--- config.mk ---
export PLATFORM = sky130hd
export DESIGN_NAME = wb_mem_tester
export DESIGN_NICKNAME = d
export VERILOG_FILES = /design/src/rtl/wb_mem_tester.sv
export SDC_FILE = /design/constraint.sdc
export NUM_CORES = 1
export LEC_CHECK = 0
export CAP_MARGIN = 40
export CORE_ASPECT_RATIO = 0.8
export CORE_MARGIN = 2
export CORE_UTILIZATION = 52
export DETAILED_ROUTE_END_ITERATION = 8
export PLACE_DENSITY = 0.84
export SETUP_SLACK_MARGIN = 0.3
export SLEW_MARGIN = 20
export SYNTH_ARGS = -nofsm -noshare
export SYNTH_HDL_FRONTEND = slang
export SYNTH_SLANG_ARGS = --single-unit
--- constraint.sdc ---
create_clock -name clk_i -period 3.6 [get_ports clk_i]
set_input_delay 1.08 -clock clk_i [delete_from_list [all_inputs] [get_ports clk_i]]
set_output_delay 1.08 -clock clk_i [all_outputs]
set_load 0.02 [all_outputs]
--- src/rtl/wb_mem_tester.sv ---
// Wishbone B4 classic memory tester: writes a seeded pattern over a word range,
// reads it back, and reports pass/fail, error count and first failing location.
module wb_mem_tester #(
  parameter logic [31:0] ADDR_BASE      = 32'h0000_0000,
  parameter int          NUM_WORDS      = 256,
  parameter int          TIMEOUT_CYCLES = 1024
) (
  input  logic        clk_i,
  input  logic        rst_i,
  input  logic        start_i,
  input  logic [31:0] seed_i,
  input  logic        invert_i,
  output logic        wb_cyc_o,
  output logic        wb_stb_o,
  output logic        wb_we_o,
  output logic [31:0] wb_adr_o,
  output logic [31:0] wb_dat_o,
  output logic [3:0]  wb_sel_o,
  input  logic        wb_ack_i,
  input  logic        wb_err_i,
  input  logic [31:0] wb_dat_i,
  output logic        busy_o,
  output logic        done_o,
  output logic        pass_o,
  output logic        timeout_o,
  output logic [15:0] err_count_o,
  output logic [31:0] fail_addr_o,
  output logic [31:0] fail_data_o
);

  // state  | meaning
  // IDLE   | waiting for start
  // WR     | write transaction active, waiting for ack/err
  // WR_GAP | one idle cycle between writes
  // RD     | read transaction active, compare on ack
  // RD_GAP | one idle cycle between reads
  // DONE   | results valid, start re-arms
  typedef enum logic [2:0] {
    S_IDLE,
    S_WR,
    S_WR_GAP,
    S_RD,
    S_RD_GAP,
    S_DONE
  } state_e;

  localparam logic [16:0] LAST_IDX = 17'(NUM_WORDS - 1);
  localparam logic [15:0] WAIT_LOAD = 16'(TIMEOUT_CYCLES - 1);

  state_e      state_q, state_d;
  logic [16:0] idx_q, idx_d;
  logic [31:0] seed_q, seed_d;
  logic        invert_q, invert_d;
  logic [15:0] wait_q, wait_d;
  logic        timeout_q, timeout_d;
  logic [15:0] err_cnt_q, err_cnt_d;
  logic [31:0] fail_addr_q, fail_addr_d;
  logic [31:0] fail_data_q, fail_data_d;

  logic [31:0] cur_adr;
  logic [31:0] cur_pat;
  logic        term;
  logic        clear;
  logic        fail_ev;
  logic [31:0] fail_dat;

  assign cur_adr = ADDR_BASE + {14'b0, idx_q[15:0], 2'b00};
  assign cur_pat = seed_q ^ {16'h0, idx_q[15:0]} ^ {idx_q[15:0], 16'h0} ^ {32{invert_q}};
  assign term    = wb_ack_i | wb_err_i;

  always_comb begin
    state_d   = state_q;
    idx_d     = idx_q;
    seed_d    = seed_q;
    invert_d  = invert_q;
    wait_d    = wait_q;
    timeout_d = timeout_q;
    clear     = 1'b0;
    fail_ev   = 1'b0;
    fail_dat  = 32'h0;
    wb_cyc_o  = 1'b0;
    wb_stb_o  = 1'b0;
    wb_we_o   = 1'b0;
    wb_adr_o  = 32'h0;
    wb_dat_o  = 32'h0;
    wb_sel_o  = 4'h0;

    case (state_q)
      S_IDLE, S_DONE: begin
        if (start_i) begin
          seed_d    = seed_i;
          invert_d  = invert_i;
          idx_d     = 17'd0;
          wait_d    = WAIT_LOAD;
          timeout_d = 1'b0;
          clear     = 1'b1;
          state_d   = S_WR;
        end
      end

      S_WR: begin
        wb_cyc_o = 1'b1;
        wb_stb_o = 1'b1;
        wb_we_o  = 1'b1;
        wb_adr_o = cur_adr;
        wb_dat_o = cur_pat;
        wb_sel_o = 4'hF;
        if (term) begin
          fail_ev = wb_err_i;
          state_d = S_WR_GAP;
        end else if (wait_q == 16'd0) begin
          timeout_d = 1'b1;
          fail_ev   = 1'b1;
          state_d   = S_DONE;
        end else begin
          wait_d = wait_q - 16'd1;
        end
      end

      S_WR_GAP: begin
        wait_d = WAIT_LOAD;
        if (idx_q == LAST_IDX) begin
          idx_d   = 17'd0;
          state_d = S_RD;
        end else begin
          idx_d   = idx_q + 17'd1;
          state_d = S_WR;
        end
      end

      S_RD: begin
        wb_cyc_o = 1'b1;
        wb_stb_o = 1'b1;
        wb_adr_o = cur_adr;
        wb_sel_o = 4'hF;
        if (term) begin
          // err takes precedence over ack: no data compare on a bus error
          if (wb_err_i) begin
            fail_ev = 1'b1;
          end else if (wb_dat_i != cur_pat) begin
            fail_ev  = 1'b1;
            fail_dat = wb_dat_i;
          end
          state_d = S_RD_GAP;
        end else if (wait_q == 16'd0) begin
          timeout_d = 1'b1;
          fail_ev   = 1'b1;
          state_d   = S_DONE;
        end else begin
          wait_d = wait_q - 16'd1;
        end
      end

      S_RD_GAP: begin
        wait_d = WAIT_LOAD;
        if (idx_q == LAST_IDX) begin
          state_d = S_DONE;
        end else begin
          idx_d   = idx_q + 17'd1;
          state_d = S_RD;
        end
      end

      default: state_d = S_IDLE;
    endcase
  end

  always_comb begin
    err_cnt_d   = err_cnt_q;
    fail_addr_d = fail_addr_q;
    fail_data_d = fail_data_q;
    if (clear) begin
      err_cnt_d   = 16'h0;
      fail_addr_d = 32'h0;
      fail_data_d = 32'h0;
    end else if (fail_ev) begin
      if (err_cnt_q != 16'hFFFF) begin
        err_cnt_d = err_cnt_q + 16'd1;
      end
      if (err_cnt_q == 16'h0) begin
        fail_addr_d = cur_adr;
        fail_data_d = fail_dat;
      end
    end
  end

  always_ff @(posedge clk_i) begin
    if (rst_i) begin
      state_q     <= S_IDLE;
      idx_q       <= 17'd0;
      seed_q      <= 32'h0;
      invert_q    <= 1'b0;
      wait_q      <= 16'h0;
      timeout_q   <= 1'b0;
      err_cnt_q   <= 16'h0;
      fail_addr_q <= 32'h0;
      fail_data_q <= 32'h0;
    end else begin
      state_q     <= state_d;
      idx_q       <= idx_d;
      seed_q      <= seed_d;
      invert_q    <= invert_d;
      wait_q      <= wait_d;
      timeout_q   <= timeout_d;
      err_cnt_q   <= err_cnt_d;
      fail_addr_q <= fail_addr_d;
      fail_data_q <= fail_data_d;
    end
  end

  assign busy_o      = (state_q == S_WR) || (state_q == S_WR_GAP) ||
                       (state_q == S_RD) || (state_q == S_RD_GAP);
  assign done_o      = (state_q == S_DONE);
  assign pass_o      = done_o && (err_cnt_q == 16'h0) && !timeout_q;
  assign timeout_o   = timeout_q;
  assign err_count_o = err_cnt_q;
  assign fail_addr_o = fail_addr_q;
  assign fail_data_o = fail_data_q;

endmodule

==> metrics.cfg, run 1 <==
[timing]
hold_ws_ns = 0.4554
period_minus_slack_ns = 3.426
post-route-period-util_pct = 95.16
setup_viol = 0
fin_skew_ns = 0.008531
fmax_mhz = 291.9
drv_slew = 0
hold_viol = 0
fin_ws_ns = 0.1744
rsz0062_at_grt = yes
worst_pin_slew_ns = 0.6412
slew-limit-headroom_pct = 57.15

[die]
die_h_um = 111.4
coreArea_sq_um = 14200
die-width_um = 138.2
rows = 39
pin_count = 225
initial_core_util_pct = 52.80
die_area_sq_um = 15400

[clocking]
clock_path_buffers = 2
postCtsHoldBufs = 0
clock-sinks = 134
root_buffer = clkbuf_16
clk_pin_slew_ns = 0.06
tritoncts = yes
cts_inserted_buffers = 17
htree_levels = 4
clkLatencyLatePin_ns = 0.43

[pwr]
leakage_nw = 3.775
p_per_area_nw_per_um2 = 407.4
worst_ir_drop_vdd_v = 0.0003545

[route]
drt_wl_total_um = 23670
drtAntennaViolNets = 0
drc_errors = 0
avgViaCountPerCell = 5.662
wl_per_cell_um = 17.74
route.vias.total = 7553
drt_iter0_markers = 832
drt_first_pass_iters = 6

[synthesis]
synth.top_cells.by_area = dfxtp_1 (36%), nand2_1 (7.2%), xnor2_1 (5.5%), a21oi_1 (4.9%), nand3_1 (4.3%)
synth.largest_area_cell = dfxtp_1
synth-edff-count = 0
synth_top_area_share_pct = 35.78
avgSynthCellArea_sq_um = 7.745
ys_seq_area_share_pct = 35.78
synth_area_sq_um = 7497
yosysMostFrequentCell = nand2_1
ys_types = 65
synth-seq-cells = 134
synthArstFlopShare_pct = 0
synthFlopType = dfxtp_1
synth_commonest_cells = nand2_1 (143), dfxtp_1 (134), a21oi_1 (74)
yosysWarnings = 0
netlist_instances = 968

[critical_path]
cp.required_ns = 2.52
startpoint = invert_q$_SDFFE_PP0P_
path_cells = buf_12 > xnor2_1 > xor2_1 > nor2_1 > clkdlybuf4s50_1
reg2reg_from = wait_q[2]$_SDFFE_PP0P_
rr_worst_depth = 9
worst-path-buf-inv = 2
critPathMaxStageDelay_ns = 0.64
critical_path_peak_fanout = 20
cp_top_family = buffers and inverters
timing.rr.end = err_count_o[3]$_SDFFE_PP0P_
reg2reg_slack_ns = 0.65
worst-setup-path-type = reg2out
worstSetupStartpointType = register
slowest_stage = clkdlybuf4s50_1
endpoint_kind = primary output
arrival_ns = 2.35

[min_path]
hold_start = fail_data_o[20]$_SDFFE_PP0P_
min_delay_path_depth = 2
hold_end = fail_data_o[20]$_SDFFE_PP0P_
hold_class = reg2reg

[job]
drv_cap = 0

[placement]
port_buffers = 192
hpwlAfterDp_um = 17050
place.gp.congestion = 0.9707
post-place-ws_ns = -0.05937
place_inst = 1297

[global_routing]
grt-ovfl-total = 0
grt_pass1_wl_um = 36680
grt_pass1_vias = 6978
grt_max_degree = 77
grt.total_usage_pct = 29.95
antenna_found_initial = 0

[finish]
multiInputGateArea_sq_um = 4337
final_layout_size_suffix_gt1_share_pct = 8.870
seqCellArea_sq_um = 2688
num-fill-cells = 1092
syn_to_final_growth_pct = 35.55
layout.cells.non_filler = 1334
diodes = 0
final_net_count = 1211
final_util_pct = 71.57

[run_status]
status = completed

[worst max-delay path by stage]
| stage | slack (ns) | endpoint | cells after the start |
|---|---|---|---|
| 6_report | 0.17 | wb_dat_o[31] | 5 |
| 5_1_grt | 0.13 | wb_dat_o[31] | 5 |
| 4_1_cts | 0.19 | wb_dat_o[9] | 5 |
| 3_5_place_dp | -0.06 | fail_addr_o[10]$_SDFFE_PP0P_ | 10 |
| 3_3_place_gp | 0.02 | fail_addr_o[17]$_SDFFE_PP0P_ | 10 |
| 2_1_floorplan | 0.72 | wb_dat_o[20] | 8 |
[worst reg2reg max path, cell delays in order, from the launching register on]
cell,delay [ns]
dfxtp_1,0.37
nor4_1,0.50
nand2b_1,0.20
nor3_2,0.33
a21oi_1,0.17
a21oi_1,0.42
o21ai_2,0.16
buf_12,0.19
or4_1,0.48
nand2_1,0.07
[metal layers]
metal / part of all wire (%) / wire length (um) / vias to the layer above / GRT usage [%]
met2: 44 / 10430 / 389 / 44.52
met3: 10 / 2456 / 40 / 6.796
met4: 2.0 / 485 / 0 / 10.00
li1: - / - / 3594 / -
met5: 0 / 0 / - / 0
met1: 44 / 10300 / 3530 / 43.17
[through the flow]
| stage | total power, mW | TNS, ns | instance area, sq um |
|---|---|---|---|
| final | 4.140 | 0 | 10160 |
| after global routing | 4.288 | 0 | 10160 |
| after CTS | 4.129 | 0 | 10080 |
| after detailed placement | 2.355 | -0.4832 | 9428 |
| after global placement | 2.334 | 0 | 9400 |
| after floorplan | 2.109 | 0 | 7614 |
[cell type report]
type / instances / area share [%]
multi-input cells: 746 / 42.67
flip-flops and latches: 134 / 26.45
repair buffers: 222 / 22.08
clock buffers: 18 / 4.322
well taps: 184 / 2.265
clock inverters: 14 / 1.625
inverters: 16 / 0.5910
[where the power goes]
group / total, mW / internal, mW / switching [mW]
Sequential: 1.60 / 1.53 / 0.0728
Clock: 1.78 / 1.06 / 0.727
Combinational: 0.752 / 0.311 / 0.441
[cell families after synthesis]
logic type,share of synthesized area (%)
compound gates,14.39
xor+xnor,11.16
fa+ha+maj,0.6676
buf+inv,9.062
flops,35.78
mux,0.5507
other cells,0.05002
simple gates,28.34
[sequential cells by signal, indices dropped and copies added, names as in the netlist]
name,count
invert_q,1
state_q,3
err_count_o,16
fail_data_o,32
fail_addr_o,16
seed_q,32
wait_q,16
timeout_o,1
idx_q,17
[cells in the final DEF (no fill, tap or decap), types with 5 or more instances in the layout]
master,Yosys,final
or3_1,22,22
nor2b_1,6,6
buf_12,1,5
and3_1,12,12
inv_1,16,16
nand3_1,64,64
dlymetal6s2s_1,0,7
nand2b_1,10,10
o21ai_0,28,28
and2_1,25,25
nand2_1,143,143
xnor2_2,3,5
buf_4,39,22
clkbuf_16,0,18
a211oi_1,6,6
clkdlybuf4s50_1,0,167
nor3_1,25,25
dlygate4sd2_1,0,16
nor2_1,72,71
xor2_2,2,5
conb_1,1,32
xor2_1,29,25
or2_2,12,12
xnor2_1,47,45
dfxtp_1,134,130
a21oi_1,74,74
o21ai_1,40,40
nand4_1,8,8
nor4_1,17,17
[timing repair]
item / in CTS / in global routing
setup endpoints to repair: 28 / 70
pin swaps: 1 / 2
gates cloned: 0 / 1
setup buffers: 3 / 1
resized for setup: 25 / 15
Note: power is estimated with default switching activity, not from simulation.
==> run 2, diff against run 1 <==
PLACE_DENSITY = default   (was 0.84)
PLACE_DENSITY_LB_ADDON = 0.1   (was default)
==> run 2 against run 1 <==
Critical path depth is the same. Highest routed layer unchanged. Critical endpoint is now wb_dat_o[4]. Setup slack gained 0.038 ns. Cell count increased by 0.15%. First-iteration DRC count fell by 30%. Clock skew increased by 0.0042 ns. Sequential power hardly changed. Core utilization up 0.35 points. Critical path type unchanged. Sequential cell count stayed put. Die area did not move. Design area grew 0.49%. Sequential share of layout area is 0.15 points lower. Maximum frequency grew 1.1%.
==> metrics.cfg, run 2 (synthesis results as in run 1) <==
[run_status]
status = completed

[clocking]
root_buffer = clkbuf_16
clk_pin_slew_ns = 0.06
clock_path_buffers = 2
tritoncts = yes
htree_levels = 4
clkLatencyLatePin_ns = 0.43
cts_inserted_buffers = 17
clock-sinks = 134

[min_path]
hold_start = fail_data_o[20]$_SDFFE_PP0P_
min_delay_path_depth = 2
hold_end = fail_data_o[20]$_SDFFE_PP0P_
hold_class = reg2reg

[die]
die-width_um = 138.2
die_area_sq_um = 15400
die_h_um = 111.4
pin_count = 225
coreArea_sq_um = 14200
rows = 39
initial_core_util_pct = 52.80

[finish]
diodes = 0
multiInputGateArea_sq_um = 4350
final_layout_size_suffix_gt1_share_pct = 8.767
mostFrequentLayoutCell = clkdlybuf4s50_1
final_net_count = 1214
seqCellArea_sq_um = 2685
final_cell_mix = clkdlybuf4s50_1 (164), nand2_1 (143), dfxtp_1 (132), a21oi_1 (74), nor2_1 (71)
num-fill-cells = 1175
syn_to_final_growth_pct = 36.22

[timing]
fin_skew_ns = 0.01277
fmax_mhz = 295.2
slew-limit-headroom_pct = 60.22
hold_ws_ns = 0.4541
rsz0062_at_grt = yes
hold_viol = 0
fin_ws_ns = 0.2122
post-route-period-util_pct = 94.11
period_minus_slack_ns = 3.388
setup_viol = 0
worst_pin_slew_ns = 0.5913
drv_slew = 0

[critical_path]
reg2reg_slack_ns = 0.50
endpoint_kind = primary output
worstSetupStartpointType = register
worst-setup-path-type = reg2out
timing.rr.end = err_count_o[0]$_SDFFE_PP0P_
reg2reg_from = wait_q[2]$_SDFFE_PP0P_
rr_worst_depth = 9
critical_path_peak_fanout = 19
arrival_ns = 2.31
cp.required_ns = 2.52

[job]
drv_cap = 0

[global_routing]
grt_pass1_vias = 6698
grt.total_usage_pct = 29.21
antenna_found_initial = 0
grt_max_degree = 57
grt-ovfl-total = 0
grt_pass1_wl_um = 35820

[pwr]
p_per_area_nw_per_um2 = 415.3
worst_ir_drop_vdd_v = 0.0003652
leakage_nw = 3.875

[route]
wl_per_cell_um = 16.68
drtAntennaViolNets = 0
drt_iter0_markers = 581
avgViaCountPerCell = 5.431
route.vias.total = 7256
drt_wl_total_um = 22280
drt_first_pass_iters = 5
drc_errors = 0

[placement]
place.gp.congestion = 0.9596
port_buffers = 192
hpwlAfterDp_um = 16500
post-place-ws_ns = -0.1335

==> run 2: cell types whose count changed in the layout (fill, tap and decap cells not counted), sizes merged <==
cell           delta
inv               -6
clkbuf            +5
buf               +4
clkdlybuf4s50     -3
dlymetal6s2s      +3
bufinv            +2
clkinvlp          -2
clkdlybuf4s15     -1
clkinv            -1
dlygate4sd1       +1
==> run 2: worst max path at each step <==
stage / cells past startpoint / end / start / slack (ns)
2_1_floorplan: 8 / wb_dat_o[20] / state_q[2]$_SDFFE_PP0N_ / 0.72
3_3_place_gp: 10 / fail_addr_o[13]$_SDFFE_PP0P_ / wb_dat_i[26] / 0.06
3_5_place_dp: 10 / fail_addr_o[8]$_SDFFE_PP0P_ / wb_dat_i[10] / -0.13
4_1_cts: 5 / wb_dat_o[4] / invert_q$_SDFFE_PP0P_ / 0.14
5_1_grt: 5 / wb_dat_o[4] / invert_q$_SDFFE_PP0P_ / 0.12
6_report: 5 / wb_dat_o[4] / invert_q$_SDFFE_PP0P_ / 0.21
==> run 2: layer usage <==
metal	track usage (%)	share of wire, %	up-vias
met2	42.61	42	290
met4	8.503	2.0	0
met3	7.699	8.4	35
li1	-	-	3590
met5	0	0	-
met1	42.58	48	3341
==> run 2: critical path, cell delays in order (launching register included) <==
cell and delay [ns]:
dfxtp_2 0.46, buf_12 0.25, xor2_4 0.29, nor2_1 0.07, nor3_1 0.16, clkdlybuf4s50_1 0.64
==> run 2: per-stage QoR <==
step	total power [mW]	setup TNS, ns	std cells	area [sq um]	utilization [%]
2_1_floorplan	2.109	0	999	7614	-
3_3_place_gp	2.340	0	1302	9445	66.52
3_5_place_dp	2.348	-3.121	1302	9445	66.52
4_1_cts	4.238	0	1336	10130	71.36
5_1_grt	4.396	0	1336	10210	71.92
6_report	4.241	0	1336	10210	71.92
==> run 2: what timing repair did <==
item                                   CTS  global route
endpoints found under the hold margin    0             0
resized for setup                       22            21
setup buffers                            3             0
hold buffers                             0             0
pin swaps                                3             0
setup endpoints to repair               33            55
==> run 2: layout make-up <==
type,count,area share (%)
inverters,16,0.5881
clock buffers,24,5.011
multi-input cells,746,42.60
well taps,184,2.254
repair buffers,225,21.88
clock inverters,7,1.372
flip-flops and latches,134,26.29
==> run 2: where the power goes <==
group	internal (mW)	total (mW)	switching, mW
logic	0.306	0.736	0.430
clock network	1.26	1.91	0.644
registers	1.53	1.60	0.0662
